<file path="src/rtl/cp0_int_ctrl_if.sv">
// System-bridge register port of the CP0 interrupt controller.
interface cp0_int_ctrl_if;
  logic [1:0]  addr;
  logic        we;
  logic [31:0] wdata;
  logic [31:0] rdata;

  modport master (output addr, we, wdata, input rdata);
  modport slave  (input addr, we, wdata, output rdata);
endinterface

</file>
<file path="src/rtl/cp0_int_ctrl.sv">
// Interrupt controller feeding CP0 HWInt: sync, edge/level pending, mask,
// fixed priority with nesting, ack/EOI in-service tracking.
module cp0_int_ctrl #(
  parameter int N_SRC       = 6,
  parameter int SYNC_STAGES = 2
) (
  input  logic              clk,
  input  logic              reset,
  input  logic [N_SRC-1:0]  irq_raw,
  input  logic              int_ack,
  cp0_int_ctrl_if.slave     bus,
  output logic [5:0]        hw_int,
  output logic              busy
);
  localparam logic [N_SRC-1:0] ONE = N_SRC'(1);

  typedef enum logic [1:0] {IDLE, PRESENT, SERVICE} state_t;

  state_t state, state_n;
  logic [SYNC_STAGES:0][N_SRC-1:0] sync_q;
  logic [N_SRC-1:0] synced, prev, rise;
  logic [N_SRC-1:0] pending, mask, mode, insv, hw_q;
  logic [N_SRC-1:0] pend_n, insv_n, insv_ack, clr, hw_n;
  logic [N_SRC-1:0] cand, lowest, elig, sel;
  logic             ack_take, eoi, w1c;

  // Last stage of sync_q is the "previous" flop used for edge detection.
  always_ff @(posedge clk or negedge reset) begin
    if (!reset) begin
      sync_q <= '0;
    end else begin
      sync_q[0] <= irq_raw;
      for (int s = 1; s <= SYNC_STAGES; s++) sync_q[s] <= sync_q[s-1];
    end
  end

  assign synced   = sync_q[SYNC_STAGES-1];
  assign prev     = sync_q[SYNC_STAGES];
  assign rise     = synced & ~prev;
  assign ack_take = int_ack & (|hw_q);
  assign eoi      = bus.we && (bus.addr == 2'd3);
  assign w1c      = bus.we && (bus.addr == 2'd0);

  // Edge bits: set wins over W1C/ack clear. Level bits track the synced line.
  assign clr    = (w1c ? bus.wdata[N_SRC-1:0] : '0) | (ack_take ? hw_q : '0);
  assign pend_n = (mode & (rise | (pending & ~clr))) | (~mode & synced);

  // Ack lands first, then EOI retires the lowest set bit of the result.
  assign insv_ack = insv | (ack_take ? hw_q : '0);
  assign insv_n   = eoi ? (insv_ack & (insv_ack - ONE)) : insv_ack;

  // Only sources strictly above the current service level may nest.
  assign cand   = pending & mask & ~insv;
  assign lowest = insv & (~insv + ONE);
  assign elig   = cand & (lowest - ONE);
  assign sel    = elig & (~elig + ONE);

  always_comb begin
    state_n = state;
    hw_n    = hw_q;
    case (state)
      IDLE: begin
        hw_n = sel;
        if (|sel) state_n = PRESENT;
      end
      PRESENT: begin
        if (ack_take) begin
          hw_n    = '0;
          state_n = SERVICE;
        end else begin
          hw_n = sel;
          if (sel == '0) state_n = (insv_n == '0) ? IDLE : SERVICE;
        end
      end
      SERVICE: begin
        hw_n = sel;
        if (|sel)                state_n = PRESENT;
        else if (insv_n == '0)   state_n = IDLE;
      end
      default: begin
        hw_n    = '0;
        state_n = IDLE;
      end
    endcase
  end

  always_ff @(posedge clk or negedge reset) begin
    if (!reset) begin
      state   <= IDLE;
      pending <= '0;
      mask    <= '0;
      mode    <= '0;
      insv    <= '0;
      hw_q    <= '0;
    end else begin
      state   <= state_n;
      pending <= pend_n;
      insv    <= insv_n;
      hw_q    <= hw_n;
      if (bus.we && bus.addr == 2'd1) mask <= bus.wdata[N_SRC-1:0];
      if (bus.we && bus.addr == 2'd2) mode <= bus.wdata[N_SRC-1:0];
    end
  end

  always_comb begin
    hw_int             = '0;
    hw_int[N_SRC-1:0]  = hw_q;
  end

  assign busy = |insv;

  always_comb begin
    bus.rdata = '0;
    case (bus.addr)
      2'd0:    bus.rdata[N_SRC-1:0] = pending;
      2'd1:    bus.rdata[N_SRC-1:0] = mask;
      2'd2:    bus.rdata[N_SRC-1:0] = mode;
      default: bus.rdata[N_SRC-1:0] = insv;
    endcase
  end
endmodule
</file>
<file path="src/flat_wrapper.sv">
// flat-port wrapper written by rule: the top's interface ports become plain ports
module cp0_int_ctrl_flat 
#(
  parameter int N_SRC       = 6,
  parameter int SYNC_STAGES = 2
)
  (clk, reset, irq_raw, int_ack, hw_int, busy, bus_addr, bus_we, bus_wdata, bus_rdata);
  cp0_int_ctrl_if bus_i ();
  input  logic clk;
  input  logic reset;
  input  logic [N_SRC-1:0] irq_raw;
  input  logic int_ack;
  output logic [5:0] hw_int;
  output logic busy;
  input wire logic [$bits(bus_i.addr)-1:0] bus_addr;
  input wire logic [$bits(bus_i.we)-1:0] bus_we;
  input wire logic [$bits(bus_i.wdata)-1:0] bus_wdata;
  output wire logic [$bits(bus_i.rdata)-1:0] bus_rdata;
  assign bus_i.addr = bus_addr;
  assign bus_i.we = bus_we;
  assign bus_i.wdata = bus_wdata;
  assign bus_rdata = bus_i.rdata;
  cp0_int_ctrl #(.N_SRC(N_SRC), .SYNC_STAGES(SYNC_STAGES)) u_core (.clk(clk), .reset(reset), .irq_raw(irq_raw), .int_ack(int_ack), .bus(bus_i), .hw_int(hw_int), .busy(busy));
endmodule
</file>
<file path="config.mk">
export PLATFORM = sky130hd
export DESIGN_NAME = cp0_int_ctrl_flat
export DESIGN_NICKNAME = d
export VERILOG_FILES = /design/src/rtl/cp0_int_ctrl_if.sv /design/src/rtl/cp0_int_ctrl.sv /design/src/flat_wrapper.sv
export SDC_FILE = /design/constraint.sdc
export NUM_CORES = 1
export LEC_CHECK = 0
export CORE_ASPECT_RATIO = 1.25
export CORE_MARGIN = 1.5
export CORE_UTILIZATION = 48
export DETAILED_ROUTE_END_ITERATION = 10
export PLACE_DENSITY_LB_ADDON = 0.1
export SYNTH_ARGS = -nofsm -noshare
export SYNTH_HDL_FRONTEND = slang
export SYNTH_SLANG_ARGS = --single-unit
</file>
<file path="constraint.sdc">
create_clock -name clk -period 2.87 [get_ports clk]
set_input_delay 0.574 -clock clk [delete_from_list [all_inputs] [get_ports clk]]
set_output_delay 0.574 -clock clk [all_outputs]
set_load 0.01 [all_outputs]
</file>
==> metrics.cfg, run 1 <==
[global_route]
antenna_found_initial=0
grt_max_degree=33
met3_usage_pct=4.11
grt_pass1_wl_um=7230
met2_usage_pct=30.2
grt_pass1_vias=1539
grt_usage_pct=18.3
grt_overflow=0
met1_usage_pct=23.0
grt.busiest_layer=met2

[detailed_routing]
drt_iter0_drc=92
vias=1553
viasPerCell=5.23
wl_per_cell_um=15.0
wirelength_um=4450
drt_first_pass_iters=4
drcViolationCount=0
ant_nets=0

[placement]
io_buffers=30
place_hpwl_um=3360
gp_congestion=0.771
dp_cells=289

[min_path]
min_path_type=primary input to async pin

[timing]
finalHoldViolations=0
finalSetupViolCount=0
fin_skew_ns=0.00988
fin_setup_tns_ns=0
period_share_pct=98.0
grt_setup_unrepaired=false
max_freq_mhz=356
period_needed_ns=2.81
drv_slew=0

[clock_network]
clockBufferDepth=2
htreeDepth=2
cts_tree=built
post_cts_resized=0
cts_setup_buffers=0
clk_pin_slew_ns=0.10
clkLatencyLatePin_ns=0.31
clock-sinks=50
root_buffer=clkbuf_8
cts-hold-fix-buffers=0
numCtsBuffers=5

[logic_synthesis]
synth_top_cell_by_area=dfrtp_1
synth_area_um2=2360
synthMuxAreaShare_pct=11.4
synth_seq_area_share_pct=52.9
synthAdderAreaFrac_pct=0
synth_compound_area_share_pct=10.6
synth_top_family_by_area=simple AND/OR/NAND/NOR gates
postSynthCellCount=200
synthSimpleGateAreaFrac_pct=13.5
ys.flop_type=dfrtp_1
avgSynthCellArea_um2=11.8
synth_top_area_share_pct=52.9
synthXorXnorAreaFrac_pct=0.371
async_flop_share_pct=100
synth_seq_cells=50
synth_cell_types=42
synth-edff-count=0
ys_warn_count=0
synthTopCellsByArea=dfrtp_1 53%, buf_4 8.3%, mux2_2 5.7%

[setup_path]
crit_path_start_kind=primary input
crit_path_end_kind=output port
arrival_ns=2.24
path_max_fanout=10
cp_data_required_time_ns=2.30
critical_path_class=primary input to output port

[cells_and_area]
nNetsFinal=280
drive_gt1_share_pct=16.9
final_cell_count_no_fill=297
num_antenna_cells=0
area_delta_synth_final_pct=15.4

[floorplanning]
rows=28
dieArea_um2=5360
core_area_um2=4730
ioPinCount=83
fp.dieH_um=81.5
initial_utilization_pct=50.0
die_width_um=65.8

[power_and_ir_drop]
p_leak_nw=1.22
switching_share_pct=34.8
worst_ir_drop_vdd_uv=413
clkPwrFrac_pct=20.4
seq_power_share_pct=47.9
power_density_nw_per_um2=753
power.switching_mw=0.715
internal-power_mw=1.34
combPwrFrac_pct=31.7

[status]
outcome=finished, final reports clean

[job]
drv_cap=0

-- cell families after synthesis --
family / count (synthesis)
DFF: 50
muxes: 18
other: 1
xor gates and xnor gates: 1
buffers and inverters: 35
AOI/OAI and AO/OA: 34
and+or+nand+nor: 61
-- final timing paths --
path	startpoint	endpoint	slack, ns	cells past startpoint
min in group clk	u_core.sync_q[1]	u_core.synced[1]	0.35	0
worst min register to register	u_core.sync_q[1]	u_core.synced[1]	0.35	0
worst max register to register	u_core.hw_int[1]	u_core.hw_int[1]	1.04	5
worst max-delay path	bus_addr[1]	bus_rdata[3]	0.06	4
max in group asynchronous	reset	u_core.sync_q[1]	1.92	2
worst min-delay path	reset	u_core.insv[4]	0.19	1
-- registers in the layout, indices dropped and copies added, names as in the netlist --
name and flops:
u_core.hw_int 6, u_core.insv 6, u_core.mask 6, u_core.mode 6, u_core.pending 6, u_core.prev 6, u_core.sync_q 6, u_core.synced 6
u_core.state 2
-- power by group through the flow --
| stage | Clock (mW) | Combinational [mW] | Sequential [mW] |
|---|---|---|---|
| 6_report | 0.420 | 0.651 | 0.982 |
| 5_1_grt | 0.464 | 0.711 | 1.00 |
| 4_1_cts | 0.435 | 0.657 | 0.979 |
| 3_5_place_dp | 0 | 0.655 | 0.992 |
| 3_3_place_gp | 0 | 0.639 | 0.984 |
| 2_1_floorplan | 0 | 0.467 | 0.953 |
-- layer usage --
| metal | vias to the layer above | wire, um |
|---|---|---|
| met4 | 0 | 73 |
| li1 | 727 | - |
| met5 | - | 0 |
| met1 | 773 | 1910 |
| met3 | 10 | 186 |
| met2 | 43 | 2280 |
-- stage by stage --
stage	setup WS (ns)	hold WS, ns	instance area [um2]	power, mW	utilization [%]
6_report	0.0578	0.186	2730	2.05	57.6
2_1_floorplan	0.971	0.278	2460	1.42	-
5_1_grt	0.0161	0.207	2730	2.18	57.6
3_3_place_gp	0.0625	0.336	2630	1.62	55.7
4_1_cts	0.0478	0.195	2730	2.07	57.6
3_5_place_dp	0.0643	0.337	2630	1.65	55.7
-- worst max-delay path, stage by stage --
cell and delay [ns]:
clkdlybuf4s50_1 0.50, buf_12 0.14, mux4_2 0.52, clkdlybuf4s50_1 0.50
-- layout make-up --
| class | instances | area (um2) |
|---|---|---|
| clock buffer | 5 | 68.8 |
| multi-input combinational | 140 | 946 |
| fill | 423 | 2000 |
| inverter | 4 | 15.0 |
| timing repair buffer | 35 | 345 |
| clock inverter | 3 | 25.0 |
| sequential | 50 | 1250 |
| tap | 60 | 75.1 |
-- cell usage in the layout (no fill, tap or decap), types with 3 or more instances in the layout --
cell type / count
a21o_1: 3
a21oi_1: 9
a221oi_1: 3
a22oi_1: 3
a31oi_1: 3
buf_4: 4
clkbuf_8: 5
clkdlybuf4s50_1: 29
conb_1: 26
dfrtp_1: 50
inv_1: 4
mux2_2: 12
mux4_2: 6
nand2_1: 25
nand3b_1: 4
nand4_1: 4
nor2_1: 13
o21ai_0: 3
-- synth_stat cells (all sizes together) (3+ instances only) --
master and number:
a31oi 3, dfrtp 50, nor3 3, a21o 3, inv 4, a221oi 3, nor2 13, nand2 26
a22oi 3, a21oi 9, nand3b 4, buf 28, mux4 6, nand4 4, o21ai 4, mux2 12
Note: power is estimated with default switching activity, not from simulation.
==> run 2, diff against run 1 <==
--- a/config.mk
+++ b/config.mk
@@ -5,6 +5,7 @@
 export SDC_FILE = /design/constraint.sdc
 export NUM_CORES = 1
 export LEC_CHECK = 0
+export ABC_AREA = 0
 export CORE_ASPECT_RATIO = 1.25
 export CORE_MARGIN = 1.5
 export CORE_UTILIZATION = 48
==> results of run 2 <==
Same layout as run 1: the final DEF is identical, and so are final timing and power.
==> run 3, diff against run 2 <==
==> constraint.sdc (replaced) <==
create_clock -name clk -period 2.87 [get_ports clk]
set_input_delay 0.574 -clock clk [delete_from_list [all_inputs] [get_ports clk]]
set_output_delay 0.574 -clock clk [all_outputs]
set_load 0.1 [all_outputs]
==> run 3 against run 2 <==
Net effect: cell area up 2.1%; first-iteration DRC count rose by 38%; power rose by 29%; non-clock buffer count increased by 1; clock skew is 0.0073 ns lower; worst setup slack improved by 0.099 ns; sequential cell count unchanged; sequential share of layout area fell by 0.93 points; critical path type unchanged; via count up 3.3%; largest power group is now combinational cells; global-route usage decreased by 0.38 points; clock power is 17% higher.
==> metrics.cfg, run 3 (synthesis results as in run 1) <==
[status]
outcome=finished, final reports clean

[detailed_routing]
drt_first_pass_iters=4  ; unchanged
vias=1605  ; +3.3%
viasPerCell=5.39  ; +3.0%
ant_nets=0  ; unchanged
drcViolationCount=0  ; unchanged
wl_per_cell_um=14.9  ; -0.25%
drt_iter0_drc=127  ; +38%
wirelength_um=4450  ; about the same

[setup_path]
cp_data_required_time_ns=2.30  ; about the same
arrival_ns=2.14  ; -0.10 ns
worstRegToRegCells=5  ; unchanged
crit_path_end_kind=output port
crit_path_start_kind=primary input
path_max_fanout=9  ; -1
critical_path_class=primary input to output port
regToRegSetupSlack_ns=1.06  ; +0.02 ns
r2r-end=u_core.hw_int[5]
r2r-start=u_core.hw_int[1]

[timing]
fin_setup_tns_ns=0  ; unchanged
finalSetupViolCount=0  ; unchanged
max_freq_mhz=369  ; +3.7%
period_share_pct=94.5  ; -3.5 points
grt_setup_unrepaired=false
finalHoldViolations=0  ; unchanged
drv_slew=0  ; unchanged
fin_skew_ns=0.00253  ; -0.00735 ns
period_needed_ns=2.71  ; -0.0993 ns

[placement]
dp_cells=290  ; +0.35%
place_hpwl_um=3400  ; +1.3%
io_buffers=30  ; unchanged
gp_congestion=0.799  ; +3.6%

[floorplanning]
fp.dieH_um=81.5  ; unchanged
initial_utilization_pct=50.0  ; unchanged
ioPinCount=83  ; unchanged
die_width_um=65.8  ; unchanged
dieArea_um2=5360  ; unchanged
rows=28  ; unchanged
core_area_um2=4730  ; unchanged

[global_route]
grt_pass1_wl_um=7280  ; +0.66%
met3_usage_pct=4.25  ; +0.14 points
grt_usage_pct=17.9  ; -0.38 points
antenna_found_initial=0  ; unchanged
grt.busiest_layer=met2
grt_overflow=0  ; unchanged
grt_max_degree=33  ; unchanged
met1_usage_pct=22.6  ; -0.35 points
grt_pass1_vias=1560  ; +1.4%
met2_usage_pct=29.9  ; -0.30 points

[clock_network]
clkLatencyLatePin_ns=0.30  ; about the same
numCtsBuffers=5  ; unchanged
clockBufferDepth=2  ; unchanged
htreeDepth=2  ; unchanged
clock-sinks=50  ; unchanged
clk_pin_slew_ns=0.09  ; about the same
post_cts_resized=0  ; unchanged
cts-hold-fix-buffers=0  ; unchanged
root_buffer=clkbuf_8
cts_setup_buffers=0  ; unchanged
cts_tree=built

[cells_and_area]
n_fill_cell=392  ; -7.3%
drive_gt1_share_pct=22.7  ; +5.8 points
final_cell_mix=50 x dfrtp_1, 26 x conb_1, 25 x nand2_1
final_common_cell=dfrtp_1
nNetsFinal=281  ; +0.36%
final_cell_count_no_fill=298  ; +0.34%
num_antenna_cells=0  ; unchanged
area_delta_synth_final_pct=17.7

[min_path]
min_path_type=primary input to async pin

[power_and_ir_drop]
p_leak_nw=1.28  ; +4.8%
power_density_nw_per_um2=954  ; +27%
worst_ir_drop_vdd_uv=432  ; +4.7%

[job]
drv_cap=0  ; unchanged

==> run 3: cell count changes in the layout (fill, tap and decap cells not counted), sizes merged <==
| cell | previous run | this run |
|---|---|---|
| buf | 6 | 20 |
| clkinvlp | 1 | 0 |
| bufinv | 0 | 1 |
| clkdlybuf4s50 | 29 | 16 |
==> run 3: metrics by stage <==
step	setup slack [ns]	util [%]	hold slack (ns)	cell area, um2	power [mW]
after CTS	0.144	58.8	0.200	2780	2.67
final	0.157	58.8	0.185	2780	2.65
after detailed placement	0.169	56.5	0.339	2670	2.18
after floorplan	0.614	-	0.278	2460	1.89
after global routing	0.0944	58.8	0.217	2780	2.78
after global placement	0.147	56.5	0.335	2670	2.15
==> run 3: power by group <==
group	switching (mW)	leakage, nW	total, mW	internal (mW)
combinational	0.797	0.611	1.18	0.380
sequential	0.156	0.606	0.985	0.829
clock	0.231	0.0585	0.492	0.261
total	1.18	1.28	2.65	1.47
==> run 3: worst max-delay path: stages <==
cell	delay (ns)
clkdlybuf4s50_1	0.75
mux4_2	0.62
buf_12	0.19
==> run 3: routing by layer <==
metal	vias to the layer above	wire, um
li1	728	-
met5	-	0
met2	60	2270
met3	12	235
met1	805	1840
met4	0	108
==> run 3: how the worst max path moves through the flow <==
stage                   start  cells past startpoint      endpoint  slack, ns
2_1_floorplan  u_core.insv[2]                      2          busy       0.61
6_report          bus_addr[1]                      3  bus_rdata[3]       0.16
4_1_cts           bus_addr[1]                      3  bus_rdata[3]       0.14
3_3_place_gp      bus_addr[1]                      3  bus_rdata[3]       0.15
3_5_place_dp      bus_addr[1]                      3  bus_rdata[3]       0.17
5_1_grt           bus_addr[1]                      3  bus_rdata[3]       0.09
==> run 3: final cells by class <==
class | count | area [um2] | share of cell area (%)
multi-input combinational | 140 | 946 | 34.0
tap | 60 | 75.1 | 2.70
clock inverter | 3 | 43.8 | 1.57
inverter | 4 | 15.0 | 0.540
sequential | 50 | 1250 | 45.0
clock buffer | 5 | 68.8 | 2.47
timing repair buffer | 36 | 383 | 13.8
